$ cat config.mk
export PLATFORM = sky130hd
export DESIGN_NAME = period_tx_flat
export DESIGN_NICKNAME = d
export VERILOG_FILES = /design/src/rtl/period_tx_pkg.sv /design/src/rtl/period_tx_if.sv /design/src/rtl/crc8_serial.sv /design/src/rtl/period_tx.sv /design/src/flat_wrapper.sv
export SDC_FILE = /design/constraint.sdc
export NUM_CORES = 1
export LEC_CHECK = 0
export BUFFER_PORTS_ARGS = -buffer_cell sky130_fd_sc_hd__buf_2
export CAP_MARGIN = 10
export CORE_UTILIZATION = 45
export CTS_CLUSTER_DIAMETER = 200
export DETAILED_ROUTE_END_ITERATION = 8
export PLACE_DENSITY = 0.7
export SKIP_CTS_REPAIR_TIMING = 1
export SYNTH_ARGS = -nofsm -noshare
export SYNTH_HDL_FRONTEND = slang
export SYNTH_SLANG_ARGS = --single-unit
export TNS_END_PERCENT = 100
$ cat constraint.sdc
create_clock -name clk -period 2 [get_ports clk]
set_clock_uncertainty 0.2 [all_clocks]
set_input_delay 0.4 -clock clk [delete_from_list [all_inputs] [get_ports clk]]
set_output_delay 0.4 -clock clk [all_outputs]
set_load 0.02 [all_outputs]
$ cat src/rtl/period_tx_pkg.sv
// rtl/period_tx_pkg.sv - shared types and constants for the period-tag serializer
// Contents: FSM state enum, check-field width, frame length, CRC-8 polynomial
//           and a one-bit CRC-8 step helper.
// Configuration macro: PERIOD_TX_CRC8_EN (8-bit CRC check field instead of parity).
package period_tx_pkg;

  typedef enum logic [2:0] {
    ST_IDLE,
    ST_START,
    ST_SYNC,
    ST_DATA,
    ST_CHECK,
    ST_STOP
  } state_e;

  localparam int SYNC_W = 8;

`ifdef PERIOD_TX_CRC8_EN
  localparam int CHECK_W = 8;
`else
  localparam int CHECK_W = 1;
`endif

  localparam logic [7:0] CRC8_POLY = 8'h07;

  // start + sync + data + check + stop
  function automatic int frame_bits(input int period_w);
    return 1 + SYNC_W + period_w + CHECK_W + 1;
  endfunction

  // One MSB-first CRC-8 step: shift left, fold in the polynomial when the
  // bit leaving the register differs from the incoming data bit.
  function automatic logic [7:0] crc8_step(input logic [7:0] crc, input logic din);
    logic fb;
    fb = crc[7] ^ din;
    return {crc[6:0], 1'b0} ^ (fb ? CRC8_POLY : 8'h00);
  endfunction

endpackage

$ cat src/rtl/period_tx_if.sv
// rtl/period_tx_if.sv - timer-side strobe/period inputs and serial-link status outputs
// Signals: en, period_done, period[PERIOD_W] (timer -> serializer);
//          tx, busy, overrun, frames[16] (serializer -> line/status).
// Modports: master = timer / stimulus side, slave = serializer.
interface period_tx_if #(
  parameter int PERIOD_W = 48
);
  logic                en;
  logic                period_done;
  logic [PERIOD_W-1:0] period;
  logic                tx;
  logic                busy;
  logic                overrun;
  logic [15:0]         frames;

  modport master (
    output en, period_done, period,
    input  tx, busy, overrun, frames
  );

  modport slave (
    input  en, period_done, period,
    output tx, busy, overrun, frames
  );
endinterface

$ cat src/rtl/crc8_serial.sv
// rtl/crc8_serial.sv - bit-serial CRC-8 (poly 0x07, init 0, unreflected, no final XOR)
// Ports: clk, rst (async active-low), clear (sync zero), bit_en (absorb data_bit),
//        data_bit (MSB-first input), crc[8] (current remainder).
module crc8_serial
  import period_tx_pkg::*;
(
  input  logic       clk,
  input  logic       rst,
  input  logic       clear,
  input  logic       bit_en,
  input  logic       data_bit,
  output logic [7:0] crc
);

  always_ff @(posedge clk or negedge rst) begin
    if (!rst) begin
      crc <= 8'h00;
    end else if (clear) begin
      crc <= 8'h00;
    end else if (bit_en) begin
      crc <= crc8_step(crc, data_bit);
    end
  end

endmodule

$ cat src/rtl/period_tx.sv
// rtl/period_tx.sv - serializes the latched period count as a framed, checked word
// Ports: clk, rst (async active-low), bus (period_tx_if.slave: en, period_done,
//        period in; tx, busy, overrun, frames out).
// Frame (MSB first): start 1, SYNC_WORD, period, check field, stop 0; each bit DIV clocks.
// Configuration macro: PERIOD_TX_CRC8_EN selects a CRC-8 check field (else even parity).
module period_tx
  import period_tx_pkg::*;
#(
  parameter int         PERIOD_W  = 48,
  parameter int         DIV       = 1,
  parameter logic [7:0] SYNC_WORD = 8'hB5
) (
  input logic        clk,
  input logic        rst,
  period_tx_if.slave bus
);

  localparam int DIV_W   = (DIV > 1) ? $clog2(DIV) : 1;
  localparam int IDX_MAX = (PERIOD_W > SYNC_W) ? PERIOD_W : SYNC_W;
  localparam int IDX_W   = $clog2(IDX_MAX);
  localparam int SH_W    = SYNC_W + PERIOD_W;

  state_e           state_q;
  state_e           state_n;
  logic [DIV_W-1:0] div_q;
  logic [IDX_W-1:0] idx_q;
  logic [IDX_W-1:0] last_idx;
  logic [SH_W-1:0]  sh_q;
  logic             overrun_q;
  logic [15:0]      frames_q;
  logic             accept;
  logic             bit_end;
  logic             field_end;
  logic             check_bit;
  logic             tx_c;
  logic             busy_c;

  assign accept    = (state_q == ST_IDLE) && bus.period_done && bus.en;
  assign bit_end   = (div_q == DIV_W'(DIV - 1));
  assign field_end = bit_end && (idx_q == last_idx);

  // Index of the last bit in the field owned by the current state.
  always_comb begin
    last_idx = '0;
    case (state_q)
      ST_SYNC:  last_idx = IDX_W'(SYNC_W - 1);
      ST_DATA:  last_idx = IDX_W'(PERIOD_W - 1);
      ST_CHECK: last_idx = IDX_W'(CHECK_W - 1);
      default:  last_idx = '0;
    endcase
  end

`ifdef PERIOD_TX_CRC8_EN
  logic [7:0] crc;

  // Remainder accumulates as each data bit finishes on the line.
  crc8_serial u_crc (
    .clk      (clk),
    .rst      (rst),
    .clear    (accept),
    .bit_en   ((state_q == ST_DATA) && bit_end),
    .data_bit (sh_q[SH_W-1]),
    .crc      (crc)
  );

  assign check_bit = crc[3'(CHECK_W - 1) - idx_q[2:0]];
`else
  logic par_q;

  // Running XOR of the data bits as they are shifted out.
  always_ff @(posedge clk or negedge rst) begin
    if (!rst) begin
      par_q <= 1'b0;
    end else if (accept) begin
      par_q <= 1'b0;
    end else if ((state_q == ST_DATA) && bit_end) begin
      par_q <= par_q ^ sh_q[SH_W-1];
    end
  end

  assign check_bit = par_q;
`endif

  // State register
  always_ff @(posedge clk or negedge rst) begin
    if (!rst) begin
      state_q <= ST_IDLE;
    end else begin
      state_q <= state_n;
    end
  end

  // Next-state logic
  always_comb begin
    state_n = state_q;
    case (state_q)
      ST_IDLE:  if (bus.period_done && bus.en) state_n = ST_START;
      ST_START: if (field_end) state_n = ST_SYNC;
      ST_SYNC:  if (field_end) state_n = ST_DATA;
      ST_DATA:  if (field_end) state_n = ST_CHECK;
      ST_CHECK: if (field_end) state_n = ST_STOP;
      ST_STOP:  if (field_end) state_n = ST_IDLE;
      default:  state_n = ST_IDLE;
    endcase
  end

  // Output logic: Moore outputs from the registered state and shifter
  always_comb begin
    tx_c   = 1'b0;
    busy_c = 1'b1;
    case (state_q)
      ST_IDLE:          busy_c = 1'b0;
      ST_START:         tx_c   = 1'b1;
      ST_SYNC, ST_DATA: tx_c   = sh_q[SH_W-1];
      ST_CHECK:         tx_c   = check_bit;
      ST_STOP:          tx_c   = 1'b0;
      default:          busy_c = 1'b0;
    endcase
  end

  // Bit timing, shifter and status counters.
  // The shifter holds {SYNC_WORD, period}; it is only loaded from IDLE, so a
  // strobe arriving mid-frame cannot disturb the word being sent.
  always_ff @(posedge clk or negedge rst) begin
    if (!rst) begin
      div_q     <= '0;
      idx_q     <= '0;
      sh_q      <= '0;
      overrun_q <= 1'b0;
      frames_q  <= 16'd0;
    end else begin
      if (state_q == ST_IDLE) begin
        div_q <= '0;
        idx_q <= '0;
        if (accept) begin
          sh_q <= {SYNC_WORD, bus.period};
        end
      end else begin
        if (bit_end) begin
          div_q <= '0;
          idx_q <= field_end ? '0 : idx_q + IDX_W'(1);
          if ((state_q == ST_SYNC) || (state_q == ST_DATA)) begin
            sh_q <= {sh_q[SH_W-2:0], 1'b0};
          end
        end else begin
          div_q <= div_q + DIV_W'(1);
        end
        // Any strobe outside IDLE, including the last stop-bit cycle, is lost.
        if (bus.period_done) begin
          overrun_q <= 1'b1;
        end
        if ((state_q == ST_STOP) && field_end) begin
          frames_q <= frames_q + 16'd1;
        end
      end
    end
  end

  assign bus.tx      = tx_c;
  assign bus.busy    = busy_c;
  assign bus.overrun = overrun_q;
  assign bus.frames  = frames_q;

endmodule

$ cat src/flat_wrapper.sv
// flat-port wrapper written by rule: the top's interface ports become plain ports
module period_tx_flat import period_tx_pkg::*;
#(
  parameter int         PERIOD_W  = 48,
  parameter int         DIV       = 1,
  parameter logic [7:0] SYNC_WORD = 8'hB5
)
  (clk, rst, bus_en, bus_period_done, bus_period, bus_tx, bus_busy, bus_overrun, bus_frames);
  period_tx_if #(.PERIOD_W(PERIOD_W)) bus_i ();
  input logic clk;
  input logic rst;
  input wire logic [$bits(bus_i.en)-1:0] bus_en;
  input wire logic [$bits(bus_i.period_done)-1:0] bus_period_done;
  input wire logic [$bits(bus_i.period)-1:0] bus_period;
  output wire logic [$bits(bus_i.tx)-1:0] bus_tx;
  output wire logic [$bits(bus_i.busy)-1:0] bus_busy;
  output wire logic [$bits(bus_i.overrun)-1:0] bus_overrun;
  output wire logic [$bits(bus_i.frames)-1:0] bus_frames;
  assign bus_i.en = bus_en;
  assign bus_i.period_done = bus_period_done;
  assign bus_i.period = bus_period;
  assign bus_tx = bus_i.tx;
  assign bus_busy = bus_i.busy;
  assign bus_overrun = bus_i.overrun;
  assign bus_frames = bus_i.frames;
  period_tx #(.PERIOD_W(PERIOD_W), .DIV(DIV), .SYNC_WORD(SYNC_WORD)) u_core (.clk(clk), .rst(rst), .bus(bus_i));
endmodule
==> impl_results.md, run 1 <==
* Violated checks: negative setup slack
* Die Span X at 93.4 µm
* Number of I/O port buffers at 70
* Nets@finish at 556
* Initial antenna violation count at 0
* First-pass GRT wire length at 13500 µm
* Wirelength, routed at 8390 µm
* CP arrival at 1410 ps
* Die ar. at 8730 µm²
* Yosys reg bits at 83
* Multi-input gate area at 1610 µm²
* Total GRT Usage at 19.7%
* Least-Margin Pin Slew at 474 ps
* Starting Density at 47.7%
* Top Layer Used: met4
* Fillers at 679
* Largest net degree at the start of global routing at 59
* DP HPWL at 5420 µm
* Minimum clock period at 2010 ps
* Pre-Repair DR Iteration Count at 4
* Crit Path Class: reg2out
* Average wire per standard cell at 13.8 µm
* Setup WS post-layout at -11.3 ps
* CORE AREA at 7890 µm²
* Worst hold path type: in2reg
* Post-Layout Cell Count at 608
* Max Fclk at 0.497 GHz
* RSZ-0062 raised after global routing: yes
* Pint at 0.00249 W
* CTS tree: built
* Max FO, Critical Path at 6
* Ys flop type: dfrtp_1
* Warning count from the yosys run at 0
* Vias in the first global route at 2886
* Hold Fails Final Rpt at 0
* Met3 wire len at 408 µm
* Final Core Density at 60.4%
* Register share of total power at 53.6%
* Net Sw Power at 0.000644 W
* Clock Pin Slew Worst Setup and Hold Paths at 80 ps
* 1st-iter DRT viols at 237
* Ports at 71
* Slew Limit Headroom at 68.4%
* Asr flop ratio synth at 100%
* Grt ovf at 0
* Post-Syn Instances at 411
* Via count at 3194
* Die Height at 93.4 µm
* Final hold slack at 66.8 ps
* # DRC at 0
* Peak supply drop at 0.501 mV
* WL met2 at 4030 µm
* Metal-1 WL at 3930 µm
* Routed Antenna Nets at 0
* FP Rows at 32
* Status: complete, but fails checks
* Syn Nets at 465
* Worst path required time at 1400 ps
* Via-to-Cell Ratio at 5.25
* Worst Setup End Kind: output port
* Post-synth EDFFs at 0
* Seq/Total Area, Yosys at 55.2%
* Clk Latency, worst-skew pair at 360 ps
* Max-slew violation count at 0
* Clk sinks at 83
* Area Overhead vs Synth at 26.7%
* Layout cell share with drive strength beyond 1 at 25.5%
* Placer Congestion at 0.802
* Cell area after synthesis at 3760 µm²
* Clock root buffer: clkbuf_8
* Register area at 2080 µm²
* Final Setup Violations at 1
* Number of unique standard cell types used by synthesis at 37
* Mean Syn Cell Area at 9.15 µm²
* Cts bufs inserted at 9
* Clock power share at 43.4%
* Max Cap Violations at 0
* Comb pwr share at 3.0%
* Switching share of total power at 20.6%
* Pre-CTS setup slack at 36.3 ps
* Kind of start point of the critical path: flop
* Final period util at 101%
* PwrDens at 657 nW/µm²
* Ant. Diodes at 0
* CTS H-tree lvls at 3
* Placed insts at 577
* Max clock buf depth at 2
* LEAKAGE at 2.41 nW
## synthesized netlist by cell type, types with 2 or more instances
master | n | area (µm²)
nor3_1 | 9 | 45.0
or3_1 | 3 | 18.8
clkbuf_1 | 13 | 48.8
xnor2_1 | 5 | 43.8
and2_1 | 2 | 12.5
mux2i_1 | 2 | 20.0
nor2_1 | 61 | 229
ha_1 | 2 | 25.0
and4_1 | 2 | 17.5
nor2b_1 | 3 | 18.8
xor2_1 | 14 | 123
nand4_1 | 5 | 31.3
a22o_1 | 3 | 26.3
o22a_1 | 5 | 43.8
a21oi_1 | 4 | 20.0
nand2_1 | 105 | 394
inv_1 | 3 | 11.3
dfrtp_1 | 83 | 2080
a31oi_1 | 48 | 300
buf_2 | 12 | 60.1
mux2_2 | 2 | 22.5
nand3_1 | 10 | 50.1
## cell type report
type                    count  area share, %
inverters                   3          0.236
well taps                 102           2.68
multi-input cells         300           33.8
repair buffers            105           15.0
clock inverters             4           1.55
flip-flops and latches     83           43.6
clock buffers              11           3.18
## power by group through the flow
stage               Clock [W]  Combinational, W  Sequential, W
floorplan                   0        0.00000210        0.00171
global placement            0         0.0000958        0.00171
detailed placement          0         0.0000967        0.00171
CTS                   0.00138         0.0000970        0.00168
global route          0.00146          0.000108        0.00168
finish                0.00136         0.0000951        0.00168
## sequential cells by signal, summed over array words and instances (netlist names)
signal / cells
u_core.sh_q: 56
u_core.idx_q: 6
u_core.state_q: 3
u_core.bus.overrun: 1
u_core.check_bit: 1
u_core.bus.frames: 16
## kinds of logic after synthesis
kind of cell / synth area share, %
AND/OR/NAND/NOR: 23.4
buffers and inverters: 3.19
flip-flops: 55.2
AO/OA/AOI/OAI: 12.0
adder cells (fa/ha/maj): 0.665
multiplexers: 1.13
XOR/XNOR: 4.42
## per-layer routing
metal / vias to the layer above / GRT usage [%]
met5: - / 0
met4: 0 / 8.33
met3: 2 / 4.23
met2: 78 / 29.8
met1: 1533 / 27.4
li1: 1581 / -
## cells in the final DEF, fill, tap and decap left out, types with 6 or more instances in the layout
cell type / n
buf_6: 6
nand3_1: 10
a31oi_1: 48
nor3_1: 8
nand2_1: 105
dfrtp_1: 83
buf_4: 25
buf_2: 68
xor2_1: 14
clkbuf_8: 11
nor2_1: 61
## metrics by stage
step | setup TNS [ps] | total power (W) | cell area, µm²
finish | -11.3 | 0.00313 | 4770
detailed placement | 0 | 0.00181 | 4330
global route | -93.6 | 0.00324 | 4770
floorplan | 0 | 0.00171 | 3760
CTS | -279 | 0.00316 | 4550
global placement | 0 | 0.00181 | 4330
## worst max-delay path, stage by stage (launching register included)
cell and delay [ps]:
dfrtp_1 440, buf_6 160, nand3b_1 150, o21ai_1 120, buf_2 200
## final timing paths
path                                                 from                           endpoint  slack (ps)  depth (start not counted)
hold / removal                              bus_period[0]         u_core.sh_q[0]$_DFFE_PN0P_          70                          3
hold reg to reg            u_core.bus.overrun$_DFFE_PN0P_     u_core.bus.overrun$_DFFE_PN0P_         270                          1
setup reg to reg            u_core.state_q[0]$_DFFE_PN0P_        u_core.sh_q[26]$_DFFE_PN0P_          70                          6
min in group asynchronous                             rst  u_core.bus.frames[11]$_DFFE_PN0P_         290                          2
max in group asynchronous                             rst        u_core.sh_q[54]$_DFFE_PN0P_         790                          3
setup / recovery            u_core.state_q[0]$_DFFE_PN0P_                             bus_tx         -10                          4
Power figures use the tool's default switching activity.
==> run 2, diff against run 1 <==
--- a/config.mk
+++ b/config.mk
@@ -5,12 +5,13 @@
 export SDC_FILE = /design/constraint.sdc
 export NUM_CORES = 1
 export LEC_CHECK = 0
+export ABC_AREA = 1
 export BUFFER_PORTS_ARGS = -buffer_cell sky130_fd_sc_hd__buf_2
 export CAP_MARGIN = 10
 export CORE_UTILIZATION = 45
 export CTS_CLUSTER_DIAMETER = 200
 export DETAILED_ROUTE_END_ITERATION = 8
-export PLACE_DENSITY = 0.7
+export PLACE_DENSITY = 0.69
 export SKIP_CTS_REPAIR_TIMING = 1
 export SYNTH_ARGS = -nofsm -noshare
 export SYNTH_HDL_FRONTEND = slang
==> impl_results.md, run 2 <==
* Vias in the first global route at 3351 (+16%)
* Post-Layout Cell Count at 725 (+19%)
* Warning count from the yosys run at 0 (unchanged)
* PwrDens at 1410 nW/µm² (+110%)
* Most common cell after layout, fill and taps aside: nand2_1
* Ant. Diodes at 0 (unchanged)
* Pre-Repair DR Iteration Count at 4 (unchanged)
* DP HPWL at 6100 µm (+13%)
* Commonest non-fill, non-tap cells in the layout: 106 x nand2_1, 80 x dfrtp_1, 78 x inv_1
* Largest net degree at the start of global routing at 78 (+32%)
* CTS tree: built
* Nets@finish at 645 (+16%)
* FP Rows at 35 (+9.4%)
* Switching share of total power at 40.4% (+20 points)
* Starting Density at 47.3% (-0.41 points)
* Max Cap Violations at 0 (unchanged)
* Pre-CTS setup slack at 142 ps (+105 ps)
* Placer Congestion at 0.832 (+3.9%)
* Clk Latency, worst-skew pair at 340 ps (-20 ps)
* Die ar. at 10200 µm² (+17%)
* Clock Pin Slew Worst Setup and Hold Paths at 80 ps (about the same)
* Area Overhead vs Synth at 18.3%
* Wirelength, routed at 8840 µm (+5.4%)
* Count leader, synth: nand2_1
* Worst Setup End Kind: output port
* Syn Nets at 564 (+21%)
* Peak supply drop at 1.09 mV (+120%)
* LEAKAGE at 2.64 nW (+9.8%)
* Ys flop type: dfrtp_1
* Final Core Density at 55.9% (-4.5 points)
* Final Setup Violations at 4 (+3)
* Slowest cell on crit path: dfrtp_2
* Largest register FFs at 56 (unchanged)
* Final period util at 103% (+2.0 points)
* Crit path max-delay family: flip-flops
* Routed Antenna Nets at 0 (unchanged)
* Mean Syn Cell Area at 8.69 µm² (-5.1%)
* Setup WS post-layout at -51.5 ps (-40.2 ps)
* Post-synth top area cell: dfrtp_1
* Yosys reg bits at 83 (unchanged)
* Cts bufs inserted at 9 (unchanged)
* RSZ-0062 raised after global routing: yes
* Number of unique standard cell types used by synthesis at 34 (-8.1%)
* Pint at 0.00441 W (+77%)
* Crit Path Class: reg2out
* Hold Fails Final Rpt at 0 (unchanged)
* Total GRT Usage at 18.9% (-0.80 points)
* Max Fclk at 0.487 GHz (-2.0%)
* Comb pwr share at 48.3% (+45 points)
* Grt ovf at 0 (unchanged)
* Initial antenna violation count at 0 (unchanged)
* Synth top area cells: dfrtp_1 47%, nand2_1 9.2%, inv_1 6.7%
* Placed insts at 694 (+20%)
* Max clock buf depth at 2 (unchanged)
* CP max stage delay at 460 ps (+20 ps)
* Post-Syn Instances at 510 (+24%)
* Cell area after synthesis at 4430 µm² (+18%)
* Most flops, register: u_core.sh_q
* CTS H-tree lvls at 3 (unchanged)
* Post-synth EDFFs at 0 (unchanged)
* Status: complete, but fails checks
* Slew Limit Headroom at 74.0% (+5.6 points)
* Layout cell share with drive strength beyond 1 at 27.9% (+2.4 points)
* Average wire per standard cell at 12.2 µm (-12%)
* Net Sw Power at 0.00299 W (+360%)
* Least-Margin Pin Slew at 387 ps (-87.7 ps)
* Crit path cell chain: inv_2, nand2_2, nor2_1, inv_1, o211ai_1, buf_4
* First-pass GRT wire length at 15300 µm (+14%)
* Violated checks: negative setup slack
* Post-synth top area share at 46.9% (-8.3 points)
* Seq/Total Area, Yosys at 46.9% (-8.3 points)
* Buffers & Inverters on Critical Path at 3 (+1)
* Via count at 3531 (+11%)
* Minimum clock period at 2050 ps (+40.2 ps)
* Commonest cells in the netlist: 109 x nand2_1, 83 x dfrtp_1, 79 x inv_1
* 1st-iter DRT viols at 119 (-50%)
* Clk sinks at 83 (unchanged)
* Register share of total power at 34.9% (-19 points)
* Kind of start point of the critical path: flop
* Die Span X at 101 µm (+8.4%)
* Worst hold path type: in2reg
* Asr flop ratio synth at 100% (unchanged)
* Via-to-Cell Ratio at 4.87 (-7.3%)
* Die Height at 101 µm (+8.4%)
* # DRC at 0 (unchanged)
* Clock root buffer: clkbuf_8
* Number of I/O port buffers at 70 (unchanged)
* Clock power share at 16.9% (-27 points)
* Max-slew violation count at 0 (unchanged)
* CP arrival at 1450 ps (+40 ps)
* Ports at 71 (unchanged)
* CORE AREA at 9370 µm² (+19%)
* Max FO, Critical Path at 7 (+1)
* Worst path required time at 1400 ps (about the same)
* Fillers at 890 (+31%)
-- run 2: changes by cell type in the layout (fill, tap and decap cells not counted), sizes merged, moves of 5 or more --
| cell | before | now |
|---|---|---|
| a31oi | 48 | 0 |
| buf | 102 | 95 |
| inv | 3 | 83 |
| nand2 | 105 | 126 |
| nand3 | 10 | 20 |
| nor2 | 61 | 30 |
| nor3 | 10 | 2 |
| o211ai | 0 | 49 |
| o21ai | 2 | 62 |
| o22a | 5 | 0 |
| xor2 | 14 | 7 |
-- run 2: cell families after synthesis --
kind of cell,after synthesis,share of synthesized area (%)
xor+xnor,10,1.98
buf+inv,109,12.0
fa+ha+maj,2,0.565
compound gates,122,19.4
simple gates,184,19.2
flops,83,46.9
-- run 2: final timing paths --
| path | from | to | slack (ps) | cells past startpoint |
|---|---|---|---|---|
| max in group asynchronous | rst | u_core.state_q[0]$_DFFE_PN0P_ | 740 | 3 |
| worst max-delay path | u_core.state_q[1]$_DFFE_PN0P_ | bus_tx | -50 | 6 |
| worst max register to register | u_core.state_q[1]$_DFFE_PN0P_ | u_core.sh_q[41]$_DFFE_PN0P_ | -10 | 8 |
| worst min register to register | u_core.idx_q[0]$_DFF_PN0_ | u_core.idx_q[0]$_DFF_PN0_ | 270 | 1 |
| worst min-delay path | bus_period_done | u_core.bus.overrun$_DFFE_PN0P_ | 90 | 2 |
| min in group asynchronous | rst | u_core.sh_q[11]$_DFFE_PN0P_ | 310 | 2 |
-- run 2: metrics by stage --
step	TNS (ps)	hold WS [ps]	power (W)	cell area, µm²
global placement	0	139	0.00579	4880
CTS	-301	-232	0.00720	5080
floorplan	0	-95.6	0.00536	4430
global route	-2510	90.9	0.00807	5240
detailed placement	0	143	0.00593	4880
finish	-89.7	93.7	0.00740	5240
-- run 2: final cells by class --
type | count | area [µm²] | share of cell area [%]
clock buffer | 15 | 176 | 3.37
sequential | 83 | 2080 | 39.7
multi-input combinational | 318 | 1850 | 35.2
inverter | 83 | 319 | 6.09
clock inverter | 1 | 30.0 | 0.573
tap | 129 | 161 | 3.08
timing repair buffer | 96 | 629 | 12.0
-- run 2: layer usage --
layer | vias up | GRT usage, % | routed length (µm)
li1 | 1825 | - | -
met1 | 1646 | 25.1 | 4180
met2 | 53 | 31.8 | 4310
met3 | 7 | 2.90 | 270
met4 | 0 | 6.13 | 91
met5 | - | 0 | 0
-- run 2: power by group through the flow --
stage	sequential (W)	clock (W)	combinational (W)
detailed placement	0.00262	0	0.00330
CTS	0.00259	0.00129	0.00333
global placement	0.00260	0	0.00319
floorplan	0.00254	0	0.00282
finish	0.00258	0.00125	0.00357
global route	0.00265	0.00136	0.00406
==> run 3, diff against run 2 <==
--- a/config.mk
+++ b/config.mk
@@ -11,7 +11,7 @@
 export CORE_UTILIZATION = 45
 export CTS_CLUSTER_DIAMETER = 200
 export DETAILED_ROUTE_END_ITERATION = 8
-export PLACE_DENSITY = 0.69
+export PLACE_DENSITY_LB_ADDON = 0.2
 export SKIP_CTS_REPAIR_TIMING = 1
 export SYNTH_ARGS = -nofsm -noshare
 export SYNTH_HDL_FRONTEND = slang
==> impl_results.md, run 3 (synthesized netlist as in run 2, its figures left out) <==
* Worst Setup End Kind: output port
* Post-Layout Cell Count at 718 (-0.97%)
* Commonest non-fill, non-tap cells in the layout: 107 x nand2_1, 80 x dfrtp_1, 78 x inv_1
* Comb pwr share at 47.4% (-0.9 points)
* Most common cell after layout, fill and taps aside: nand2_1
* Status: complete, but fails checks
* Net Sw Power at 0.00303 W (+1.4%)
* First-pass GRT wire length at 14900 µm (-2.4%)
* Largest register FFs at 56 (unchanged)
* Cts bufs inserted at 9 (unchanged)
* Kind of start point of the critical path: flop
* Worst hold path type: in2reg
* CTS H-tree lvls at 3 (unchanged)
* Routed Antenna Nets at 0 (unchanged)
* Initial antenna violation count at 0 (unchanged)
* Crit Path Class: reg2out
* Die Span X at 101 µm (unchanged)
* Ant. Diodes at 0 (unchanged)
* Least-Margin Pin Slew at 394 ps (+7.62 ps)
* Ports at 71 (unchanged)
* R2r worst-path depth at 8 (unchanged)
* Clk Latency, worst-skew pair at 350 ps (about the same)
* Clock power share at 18.5% (+1.6 points)
* Starting Density at 47.3% (unchanged)
* DP HPWL at 5990 µm (-1.8%)
* # DRC at 0 (unchanged)
* Largest net degree at the start of global routing at 79 (+1.3%)
* Worst flop-to-flop path endpoint: u_core.sh_q[40]$_DFFE_PN0P_
* Fillers at 891 (+0.11%)
* Layout cell share with drive strength beyond 1 at 27.5% (-0.35 points)
* Hold Path End: u_core.bus.overrun$_DFFE_PN0P_
* Die ar. at 10200 µm² (unchanged)
* Pint at 0.00449 W (+1.8%)
* Via count at 3547 (+0.45%)
* CORE AREA at 9370 µm² (unchanged)
* Final period util at 101% (-1.9 points)
* Vias in the first global route at 3389 (+1.1%)
* Clock Pin Slew Worst Setup and Hold Paths at 80 ps (about the same)
* Clock root buffer: clkbuf_8
* HP Start: bus_period_done
* Register share of total power at 34.1% (-0.8 points)
* Clk sinks at 83 (unchanged)
* Placed insts at 695 (+0.14%)
* LEAKAGE at 2.63 nW (-0.57%)
* PwrDens at 1430 nW/µm² (+1.5%)
* Multi-input gate area at 1850 µm² (+0.41%)
* Violated checks: negative setup slack
* Worst path required time at 1400 ps (about the same)
* Area Overhead vs Synth at 18.4% (about the same)
* CTS tree: built
* Hold Fails Final Rpt at 0 (unchanged)
* Most flops, register: u_core.sh_q
* Total GRT Usage at 18.4% (-0.47 points)
* Register area at 2080 µm² (unchanged)
* Final Core Density at 56.0% (about the same)
* Grt ovf at 0 (unchanged)
* Setup WS post-layout at -13.9 ps (+37.7 ps)
* Minimum clock period at 2010 ps (-37.7 ps)
* Wirelength, routed at 8660 µm (-2.1%)
* Via-to-Cell Ratio at 4.94 (+1.4%)
* Slew Limit Headroom at 73.5% (-0.51 points)
* Max Cap Violations at 0 (unchanged)
* Placer Congestion at 0.779 (-6.4%)
* Max Fclk at 0.497 GHz (+1.9%)
* Max FO, Critical Path at 8 (+1)
* Final Setup Violations at 2 (-2)
* RSZ-0062 raised after global routing: yes
* Crit path from: u_core.state_q[2]$_DFFE_PN0P_
* Max-slew violation count at 0 (unchanged)
* Nets@finish at 638 (-1.1%)
* CP arrival at 1410 ps (-40 ps)
* Pre-Repair DR Iteration Count at 4 (unchanged)
* Peak supply drop at 1.03 mV (-5.2%)
* Reg2reg setup slack at 90 ps (+100 ps)
* FF-to-FF Start: u_core.state_q[1]$_DFFE_PN0P_
* Switching share of total power at 40.3% (-0.086 points)
* Max clock buf depth at 2 (unchanged)
* Hold Path Depth at 2 (unchanged)
* 1st-iter DRT viols at 130 (+9.2%)
* Number of I/O port buffers at 70 (unchanged)
* Average wire per standard cell at 12.1 µm (-1.2%)
* Die Height at 101 µm (unchanged)
* FP Rows at 35 (unchanged)
==> run 3: changes by cell type in the layout (fill, tap and decap cells not counted), sizes merged <==
cell,before,now
buf,95,88
bufinv,1,2
clkbuf,15,11
clkinv,0,2
clkinvlp,0,1
==> run 3: how the worst max path moves through the flow <==
stage                                      to  slack [ps]  cells past startpoint
finish                                 bus_tx         -10                      6
global route                           bus_tx        -150                      6
global placement                       bus_tx         230                      6
CTS                                    bus_tx        -190                      6
floorplan                              bus_tx         220                      6
detailed placement  u_core.idx_q[4]$_DFF_PN0_         180                      6
==> run 3: power by group through the flow <==
| stage | sequential, W | combinational (W) | clock, W |
|---|---|---|---|
| finish | 0.00256 | 0.00356 | 0.00139 |
| global route | 0.00264 | 0.00406 | 0.00150 |
| CTS | 0.00257 | 0.00339 | 0.00143 |
| detailed placement | 0.00261 | 0.00338 | 0 |
| global placement | 0.00259 | 0.00327 | 0 |
| floorplan | 0.00254 | 0.00282 | 0 |
==> run 3: cell type report <==
type / instances / area share, %
repair buffers: 89 / 11.3
multi-input cells: 318 / 35.3
well taps: 129 / 3.08
clock inverters: 5 / 1.62
inverters: 83 / 6.13
clock buffers: 11 / 2.89
flip-flops and latches: 83 / 39.7
==> run 3: layer usage <==
metal	global-route usage [%]	part of all wire (%)	vias up
met5	0	0	-
met4	5.69	1.1	0
met3	3.86	3.2	7
met2	30.3	47	54
met1	24.6	49	1683
li1	-	-	1803
==> run 3: stage by stage <==
| stage | setup TNS, ps | instance area, µm² | worst slack, ps | hold WS, ps | total power [W] |
|---|---|---|---|---|---|
| after floorplan | 0 | 4430 | 224 | -95.6 | 0.00536 |
| after global placement | 0 | 4900 | 230 | 125 | 0.00585 |
| after detailed placement | 0 | 4900 | 177 | 128 | 0.00599 |
| after global routing | -278 | 5250 | -148 | 46.7 | 0.00820 |
| final | -22.0 | 5250 | -13.9 | 71.5 | 0.00752 |
| after CTS | -315 | 5130 | -192 | -261 | 0.00740 |
==> run 3: critical path, cell delays in order, from the launching register on <==
cell and delay [ps]:
dfrtp_2 460, inv_4 120, nand2_8 90, inv_8 80, nand2_1 60, o211ai_1 80
buf_4 170
